$ cat src/rtl/arith_issue_ctrl_if.sv
// Request/response handshake bundle for arith_issue_ctrl.
// master = requester/consumer side, slave = the controller.
interface arith_issue_ctrl_if #(
    parameter int TAG_W = 4
);
    logic             req_valid;
    logic             req_ready;
    logic [31:0]      req_a;
    logic [31:0]      req_b;
    logic [2:0]       req_op;
    logic [TAG_W-1:0] req_tag;
    logic             rsp_valid;
    logic             rsp_ready;
    logic [63:0]      rsp_data;
    logic [TAG_W-1:0] rsp_tag;

    modport master (
        output req_valid, req_a, req_b, req_op, req_tag, rsp_ready,
        input  req_ready, rsp_valid, rsp_data, rsp_tag
    );

    modport slave (
        input  req_valid, req_a, req_b, req_op, req_tag, rsp_ready,
        output req_ready, rsp_valid, rsp_data, rsp_tag
    );
endinterface

$ cat src/rtl/arith_issue_ctrl.sv
// Issue controller for the 32-bit arithmetic unit: holds operands, waits a per-class
// latency, returns the 64-bit result with its tag. Optional perf counter: ARITH_PERF_CNT_EN.
module arith_issue_ctrl #(
    parameter int TAG_W   = 4,
    parameter int LAT_INT = 1,
    parameter int LAT_MUL = 2,
    parameter int LAT_FP  = 3
) (
    input  logic        clk,
    input  logic        rst,
    arith_issue_ctrl_if.slave bus,
    output logic [31:0] au_a,
    output logic [31:0] au_b,
    output logic [2:0]  au_op,
    input  logic [63:0] au_out,
`ifdef ARITH_PERF_CNT_EN
    output logic [31:0] perf_ops,
`endif
    output logic        busy
);

    localparam int MAX_LAT = (LAT_INT > LAT_MUL)
                           ? ((LAT_INT > LAT_FP) ? LAT_INT : LAT_FP)
                           : ((LAT_MUL > LAT_FP) ? LAT_MUL : LAT_FP);
    localparam int CNT_W   = $clog2(MAX_LAT + 1);

    typedef enum logic [1:0] {
        IDLE = 2'd0,
        WAIT = 2'd1,
        RESP = 2'd2
    } state_t;

    state_t           state;
    logic [CNT_W-1:0] cnt;
    logic [TAG_W-1:0] tag;
    logic             req_fire;
    logic             rsp_fire;

    function automatic logic [CNT_W-1:0] lat_of(input logic [2:0] op);
        logic [CNT_W-1:0] lat;
        if (!op[2])
            lat = CNT_W'(LAT_INT);
        else if (op == 3'b100)
            lat = CNT_W'(LAT_MUL);
        else
            lat = CNT_W'(LAT_FP);
        return lat;
    endfunction

    // In RESP a new request may only enter on the same edge the response leaves.
    always_comb begin
        bus.req_ready = 1'b0;
        if (!rst) begin
            if (state == IDLE)
                bus.req_ready = 1'b1;
            else if (state == RESP)
                bus.req_ready = bus.rsp_ready;
        end
    end

    assign req_fire = bus.req_valid && bus.req_ready;
    assign rsp_fire = bus.rsp_valid && bus.rsp_ready;

    always_ff @(posedge clk or posedge rst) begin
        if (rst) begin
            state         <= IDLE;
            au_a          <= '0;
            au_b          <= '0;
            au_op         <= '0;
            tag           <= '0;
            cnt           <= '0;
            bus.rsp_data  <= '0;
            bus.rsp_tag   <= '0;
            bus.rsp_valid <= 1'b0;
            busy          <= 1'b0;
        end else begin
            case (state)
                IDLE: begin
                    if (req_fire) begin
                        state <= WAIT;
                        busy  <= 1'b1;
                    end
                end
                WAIT: begin
                    cnt <= cnt - 1'b1;
                    if (cnt == CNT_W'(1)) begin
                        bus.rsp_data  <= au_out;
                        bus.rsp_tag   <= tag;
                        bus.rsp_valid <= 1'b1;
                        state         <= RESP;
                    end
                end
                RESP: begin
                    if (rsp_fire) begin
                        bus.rsp_valid <= 1'b0;
                        if (req_fire) begin
                            state <= WAIT;
                        end else begin
                            state <= IDLE;
                            busy  <= 1'b0;
                        end
                    end
                end
                default: begin
                    state <= IDLE;
                    busy  <= 1'b0;
                end
            endcase

            // Shared operand load for both IDLE and back-to-back RESP acceptance.
            if (req_fire) begin
                au_a  <= bus.req_a;
                au_b  <= bus.req_b;
                au_op <= bus.req_op;
                tag   <= bus.req_tag;
                cnt   <= lat_of(bus.req_op);
            end
        end
    end

`ifdef ARITH_PERF_CNT_EN
    always_ff @(posedge clk or posedge rst) begin
        if (rst)
            perf_ops <= '0;
        else if (rsp_fire)
            perf_ops <= perf_ops + 32'd1;
    end
`endif

endmodule
$ cat src/flat_wrapper.sv
// flat-port wrapper written by rule: the top's interface ports become plain ports
module arith_issue_ctrl_flat 
#(
    parameter int TAG_W   = 4,
    parameter int LAT_INT = 1,
    parameter int LAT_MUL = 2,
    parameter int LAT_FP  = 3
)
  (clk, rst, au_a, au_b, au_op, au_out, busy, bus_req_valid, bus_req_a, bus_req_b, bus_req_op, bus_req_tag, bus_rsp_ready, bus_req_ready, bus_rsp_valid, bus_rsp_data, bus_rsp_tag);
  arith_issue_ctrl_if #(.TAG_W(TAG_W)) bus_i ();
  input  logic clk;
  input  logic rst;
  output logic [31:0] au_a;
  output logic [31:0] au_b;
  output logic [2:0] au_op;
  input  logic [63:0] au_out;
  output logic busy;
  input wire logic [$bits(bus_i.req_valid)-1:0] bus_req_valid;
  input wire logic [$bits(bus_i.req_a)-1:0] bus_req_a;
  input wire logic [$bits(bus_i.req_b)-1:0] bus_req_b;
  input wire logic [$bits(bus_i.req_op)-1:0] bus_req_op;
  input wire logic [$bits(bus_i.req_tag)-1:0] bus_req_tag;
  input wire logic [$bits(bus_i.rsp_ready)-1:0] bus_rsp_ready;
  output wire logic [$bits(bus_i.req_ready)-1:0] bus_req_ready;
  output wire logic [$bits(bus_i.rsp_valid)-1:0] bus_rsp_valid;
  output wire logic [$bits(bus_i.rsp_data)-1:0] bus_rsp_data;
  output wire logic [$bits(bus_i.rsp_tag)-1:0] bus_rsp_tag;
  assign bus_i.req_valid = bus_req_valid;
  assign bus_i.req_a = bus_req_a;
  assign bus_i.req_b = bus_req_b;
  assign bus_i.req_op = bus_req_op;
  assign bus_i.req_tag = bus_req_tag;
  assign bus_i.rsp_ready = bus_rsp_ready;
  assign bus_req_ready = bus_i.req_ready;
  assign bus_rsp_valid = bus_i.rsp_valid;
  assign bus_rsp_data = bus_i.rsp_data;
  assign bus_rsp_tag = bus_i.rsp_tag;
  arith_issue_ctrl #(.TAG_W(TAG_W), .LAT_INT(LAT_INT), .LAT_MUL(LAT_MUL), .LAT_FP(LAT_FP)) u_core (.clk(clk), .rst(rst), .bus(bus_i), .au_a(au_a), .au_b(au_b), .au_op(au_op), .au_out(au_out), .busy(busy));
endmodule
$ cat config.mk
export PLATFORM = sky130hd
export DESIGN_NAME = arith_issue_ctrl_flat
export DESIGN_NICKNAME = d
export VERILOG_FILES = /design/src/rtl/arith_issue_ctrl_if.sv /design/src/rtl/arith_issue_ctrl.sv /design/src/flat_wrapper.sv
export SDC_FILE = /design/constraint.sdc
export NUM_CORES = 1
export LEC_CHECK = 0
export CORE_ASPECT_RATIO = 1.1
export CORE_UTILIZATION = 41
export CTS_CLUSTER_SIZE = 14
export DETAILED_ROUTE_END_ITERATION = 6
export GPL_TIMING_DRIVEN = 0
export HOLD_SLACK_MARGIN = 0.06
export PLACE_DENSITY = 0.78
export RECOVER_POWER = 50
export SLEW_MARGIN = 0
export SYNTH_ARGS = -nofsm -noshare
export SYNTH_HDL_FRONTEND = slang
export SYNTH_SLANG_ARGS = --single-unit
$ cat constraint.sdc
create_clock -name clk -period 5.29 [get_ports clk]
set_input_delay 1.058 -clock clk [delete_from_list [all_inputs] [get_ports clk]]
set_output_delay 1.058 -clock clk [all_outputs]
set_load 0.05 [all_outputs]
==> out/qor.yml, run 1 <==
status: "finished, violations left"
violations: "max-capacitance violations, max-slew violations"
worst_slack_ps: 1480
power_mw: 7.33
clockBufferDepth: 2
max_freq_ghz: 0.262
cts_buffers: 17
synth_top_cell_by_area: "dfrtp_1"
num_rows: 45
synthDominantCellAreaShare_pct: 62.8
port_buffers: 276
grt_pass1_vias: 4193
die-area_mm2: 0.0146
hp-start: "u_core.bus.rsp_data[28]"
die_x_um: 115
worstPathMaxFanout: 4
final.min_clock_period_ps: 3810
powerDensity_mw_per_mm2: 784
root_buffer: "clkbuf_16"
crit_required_ps: 4230
post_cts_buffers: 0
ys_seq_elements: 145
via_per_inst: 4.70
synth_seq_area_share_pct: 62.8
insertion_delay_ps: 410
ios: 277
rr_startpoint: "u_core.state[1]"
drt-total-wl_mm: 14.2
syn_to_final_growth_pct: 61.7
place_hpwl_mm: 10.5
slew_violations: 55
cts_tree: "built"
hp-class: "reg2reg"
ir_drop_mv: 0.460
wl_met3_mm: 1.31
path_clk_slew_ps: 60
yosys-top-cells-count: "145 x dfrtp_1, 72 x mux2_2, 69 x mux2_4"
die_h_um: 127
htreeDepth: 4
worst_slew_pin_slew_ps: 2480
synth_area_mm2: 0.00578
cap_viol_max_count: 1
period_share_pct: 72.1
core_area_mm2: 0.0138
rsz0062_at_grt: "no"
end_kind: "output pin"
synth.most_common_cell: "dfrtp_1"
clock_sinks: 145
power.leakage_nw: 3.97
crit_type: "in2out"
relSlewSlack_pct: -66.5
synthesis.nets: 467
syn_area_per_cell_um2: 17.7
top_layer: "met4"
netlist_instances: 327
drtAntennaViolNets: 0
drive_above_1_share_pct: 27.2
synth_edf_count: 0
cts_resized: 0
crit_path_start_kind: "input port"
finalHoldViolCount: 0
grt-ovfl-total: 0
drt-met1-wl_mm: 5.11
crit_start: "bus_rsp_ready"
start_util_pct: 41.9
routedWlPerCell_um: 17.2
ys_types: 24
vias: 3868
drc_errors: 0
rrSetupSlack_ps: 2840
drt-pass1-iter-count: 4
layout.area.seq_mm2: 0.00363
grt_max_degree: 92
n_antenna_cell: 0
synth.area.top_cells: "dfrtp_1 63%, mux2_4 18%, mux2_2 14%"
async_flop_share_pct: 100
fill_cells: 1027
ys_warn_count: 0
wl_met2_mm: 7.23
gp_congestion: 0.746
multi_input_area_mm2: 0.00197
grt_pass1_wl_mm: 21.9
drt_iter0_drc: 113
pre_cts_ws_ps: 1560
crit_arrival_ps: 2760
final.setup_skew_ps: 5.40
grt_usage_pct: 20.2
holdBufCountCts: 0
antenna_found_initial: 0
setup_viol: 0
nNetsFinal: 763
timing.hold.ws_ps: 488
synth_flop_cell: "dfrtp_1"
-- final cells by class --
class                           instances  area share (%)
Buffer                                 15            1.18
Clock buffer                           21            4.93
Clock inverter                         10            1.45
Inverter                                3           0.134
Multi-Input combinational cell        164            21.1
Sequential cell                       145            38.8
Tap cell                              188            2.52
Timing Repair Buffer                  277            29.9
-- state kept, by name (all words and copies together) (netlist names) --
signal	cells
u_core.bus.rsp_data	64
u_core.au_op	3
u_core.au_a	32
u_core.busy	1
u_core.bus.rsp_tag	4
u_core.au_b	32
u_core.cnt	2
u_core.state	2
u_core.bus.rsp_valid	1
u_core.tag	4
-- power breakdown --
part	total (mW)	leakage [nW]	switching (mW)	internal, mW
Sequential	1.99	1.69	0.311	1.68
Clock	1.20	0.293	0.438	0.761
Combinational	4.14	1.99	2.52	1.62
Total	7.33	3.97	3.27	4.06
-- placed cells by master, fill, tap and decap left out, drive strengths merged, types with 3 or more instances in the layout --
master	n
clkbuf	28
bufinv	3
nand2	4
mux2	141
clkdlybuf4s50	274
dfrtp	145
nor2b	3
buf	9
clkinv	6
-- cell families after synthesis --
family | Yosys count | synth area share (%)
adder cells (fa/ha/maj) | 1 | 0.217
AND/OR/NAND/NOR | 14 | 1.54
XOR/XNOR | 1 | 0.152
buffers and inverters | 18 | 2.47
flip-flops | 145 | 62.8
AO/OA/AOI/OAI | 6 | 0.693
multiplexers | 142 | 32.1
-- critical path, stage by stage --
cell             delay [ps]
dlygate4sd3_1           610
nor2b_1                  90
nor3_1                  140
clkdlybuf4s50_1         860
-- per-layer routing --
metal | track usage (%) | vias to the layer above
met2 | 34.0 | 183
met3 | 7.98 | 40
met5 | 0 | -
met4 | 11.1 | 0
li1 | - | 1737
met1 | 21.5 | 1908
-- final timing paths --
path	end	depth (start not counted)
max in group asynchronous	u_core.au_a[6]	3
max	bus_req_ready	4
min in group asynchronous	u_core.busy	2
max reg2reg	u_core.bus.rsp_data[34]	5
min reg2reg	u_core.bus.rsp_data[28]	1
min	u_core.bus.rsp_data[28]	1
-- metrics by stage --
step / utilization (%) / instance area, um2 / std cells / setup TNS [ps]
finish: 67.7 / 9350 / 823 / 0
global route: 67.7 / 9350 / 823 / 0
CTS: 68.2 / 9400 / 823 / 0
detailed placement: 63.9 / 8810 / 792 / 0
global placement: 63.6 / 8780 / 791 / -210950
floorplan: - / 5780 / 327 / 0
(Power assumes the default switching activity.)
==> run 2: changes to the inputs <==
==> constraint.sdc (replaced) <==
create_clock -name clk -period 3.59 [get_ports clk]
set_input_delay 0.718 -clock clk [delete_from_list [all_inputs] [get_ports clk]]
set_output_delay 0.718 -clock clk [all_outputs]
set_load 0.05 [all_outputs]
==> run 2 against run 1 <==
Against the previous run:
- the flow now finishes without violations
- routed wire length is 0.40% higher
- sequential share of layout area increased by 0.23 points
- critical path depth unchanged
- clock skew rose by 1.1 ps
- clock power grew 33%
- combinational power rose by 47%
- worst hold slack gained 3.8 ps
- utilization decreased by 0.40 points
- setup slack lost 980 ps
- critical path type unchanged
- highest routed layer unchanged
==> out/qor.yml, run 2 (same netlist as run 1, synthesis figures left out) <==
drt_iter0_drc: 80  # -29%
drt-total-wl_mm: 14.2  # +0.40%
timing.hold.ws_ps: 492  # +3.75 ps
period_share_pct: 86.2
nNetsFinal: 765  # +0.26%
fill_cells: 1024  # -0.29%
port_buffers: 276  # unchanged
vias: 3869  # +0.026%
ios: 277  # unchanged
whs_path_depth: 1  # unchanged
drt-pass1-iter-count: 4  # unchanged
die_h_um: 127  # unchanged
die-area_mm2: 0.0146  # unchanged
power.leakage_nw: 3.95  # -0.67%
end_kind: "output pin"
worstPathMaxFanout: 4  # unchanged
grt_pass1_vias: 4225  # +0.76%
cap_viol_max_count: 0  # -1
p_sw_share_pct: 45.1  # +0.58 points
mostFrequentLayoutCells: "274 x clkdlybuf4s50_1, 145 x dfrtp_1, 71 x mux2_2, 60 x mux2_4, 17 x clkbuf_16"
final_util_pct: 67.3  # -0.40 points
status: "complete, no violations"
p_comb_share_pct: 57.4  # +0.9 points
r2r_end: "u_core.bus.rsp_data[28]"
rr_startpoint: "u_core.state[1]"
power_mw: 10.6  # +45%
clkPwrFrac_pct: 14.9  # -1.5 points
hp-start: "u_core.bus.rsp_data[34]"
regMostFlops: "u_core.bus.rsp_data"
fin_setup_tns_ps: 0  # unchanged
holdBufCountCts: 0  # unchanged
critPathSlowestCell: "clkdlybuf4s50_1"
grt_pass1_wl_mm: 22.0  # +0.51%
powerDensity_mw_per_mm2: 1140  # +46%
cp_slowest_stage_delay_ps: 840  # -20 ps
drc_errors: 0  # unchanged
setup_viol: 0  # unchanged
cts_resized: 0  # unchanged
final.setup_skew_ps: 6.52  # +1.12 ps
path_clk_slew_ps: 60  # about the same
dp.cells: 794  # +0.25%
rrSetupSlack_ps: 1160  # -1680 ps
p_sw_mw: 4.80  # +47%
place_hpwl_mm: 10.8  # +2.9%
final.min_clock_period_ps: 3090
hold_end: "u_core.bus.rsp_data[34]"
hp-class: "reg2reg"
antenna_found_initial: 0  # unchanged
start_util_pct: 41.9  # unchanged
clock_sinks: 145  # unchanged
max_freq_ghz: 0.323
htreeDepth: 4  # unchanged
gp_congestion: 0.771  # +3.4%
largestRegisters: "u_core.bus.rsp_data (64), u_core.au_a (32), u_core.au_b (32)"
die_x_um: 115  # unchanged
stdcell_count: 823  # unchanged
routedWlPerCell_um: 17.3  # +0.40%
drive_above_1_share_pct: 26.8  # -0.47 points
ir_drop_mv: 0.628  # +37%
root_buffer: "clkbuf_16"
pre_cts_ws_ps: 551  # -1010 ps
syn_to_final_growth_pct: 60.8
post_cts_buffers: 0  # unchanged
worst_slew_pin_slew_ps: 1380  # -1110 ps
design_area_mm2: 0.00929  # -0.59%
seqPwrFrac_pct: 27.7  # +0.6 points
placed_cell_area_mm2: 0.00884  # +0.36%
insertion_delay_ps: 410  # about the same
via_per_inst: 4.70  # about the same
drtAntennaViolNets: 0  # unchanged
largest_register_ffs: 64  # unchanged
grt-ovfl-total: 0  # unchanged
grt_max_degree: 45  # -51%
slew_violations: 0  # -100%
path_cells: "dlygate4sd3_1, nor2b_1, nor3_1, clkdlybuf4s50_1"
clockBufferDepth: 2  # unchanged
layout_commonest_cell: "clkdlybuf4s50_1"
num_rows: 45  # unchanged
finalHoldViolCount: 0  # unchanged
crit_type: "in2out"
cts_tree: "built"
crit_arrival_ps: 2380  # -380 ps
n_antenna_cell: 0  # unchanged
rsz0062_at_grt: "no"
core_area_mm2: 0.0138  # unchanged
ff2ff_path_depth: 5  # unchanged
relSlewSlack_pct: 7.71  # +74 points
worst_slack_ps: 496  # -979 ps
p_int_mw: 5.83  # +43%
cts_buffers: 17  # unchanged
crit_path_start_kind: "input port"
crit_required_ps: 2870  # -1360 ps
grt_usage_pct: 20.2  # +0.050 points
-- run 2: worst max path at each step --
| stage | from | endpoint | cells after the start |
|---|---|---|---|
| after global placement | rst | u_core.bus.rsp_data[51] | 2 |
| after CTS | bus_rsp_ready | bus_req_ready | 4 |
| after detailed placement | bus_rsp_ready | bus_req_ready | 4 |
| after floorplan | rst | u_core.au_a[0] | 1 |
| after global routing | bus_rsp_ready | bus_req_ready | 4 |
| final | bus_rsp_ready | bus_req_ready | 4 |
-- run 2: layout make-up --
type / count / area, um2 / share of cell area [%]
sequential: 145 / 3630 / 39.1
timing repair buffer: 279 / 2810 / 30.2
multi-input combinational: 164 / 1970 / 21.2
clock buffer: 22 / 464 / 5.00
tap: 188 / 235 / 2.53
buffer: 15 / 110 / 1.19
clock inverter: 7 / 62.6 / 0.673
inverter: 3 / 12.5 / 0.135
-- run 2: per-layer routing --
layer | track usage, % | part of all wire (%) | up-vias
met5 | 0 | 0 | -
met4 | 9.63 | 2.8 | 0
met3 | 7.79 | 8.8 | 29
met2 | 35.1 | 52 | 181
met1 | 21.5 | 37 | 1909
li1 | - | - | 1750
-- run 2: power groups by stage --
stage / logic, mW / registers [mW] / clock network (mW)
after floorplan: 1.34 / 5.69 / 0
after global placement: 6.12 / 2.91 / 0
after detailed placement: 6.20 / 2.96 / 0
after CTS: 6.22 / 2.96 / 1.62
after global routing: 6.31 / 3.04 / 1.70
final: 6.10 / 2.94 / 1.59
-- run 2: critical path, delay by kind of cell --
kind	cells	cell delay (ps)
buffers and inverters	2	1430
AND/OR/NAND/NOR	2	220
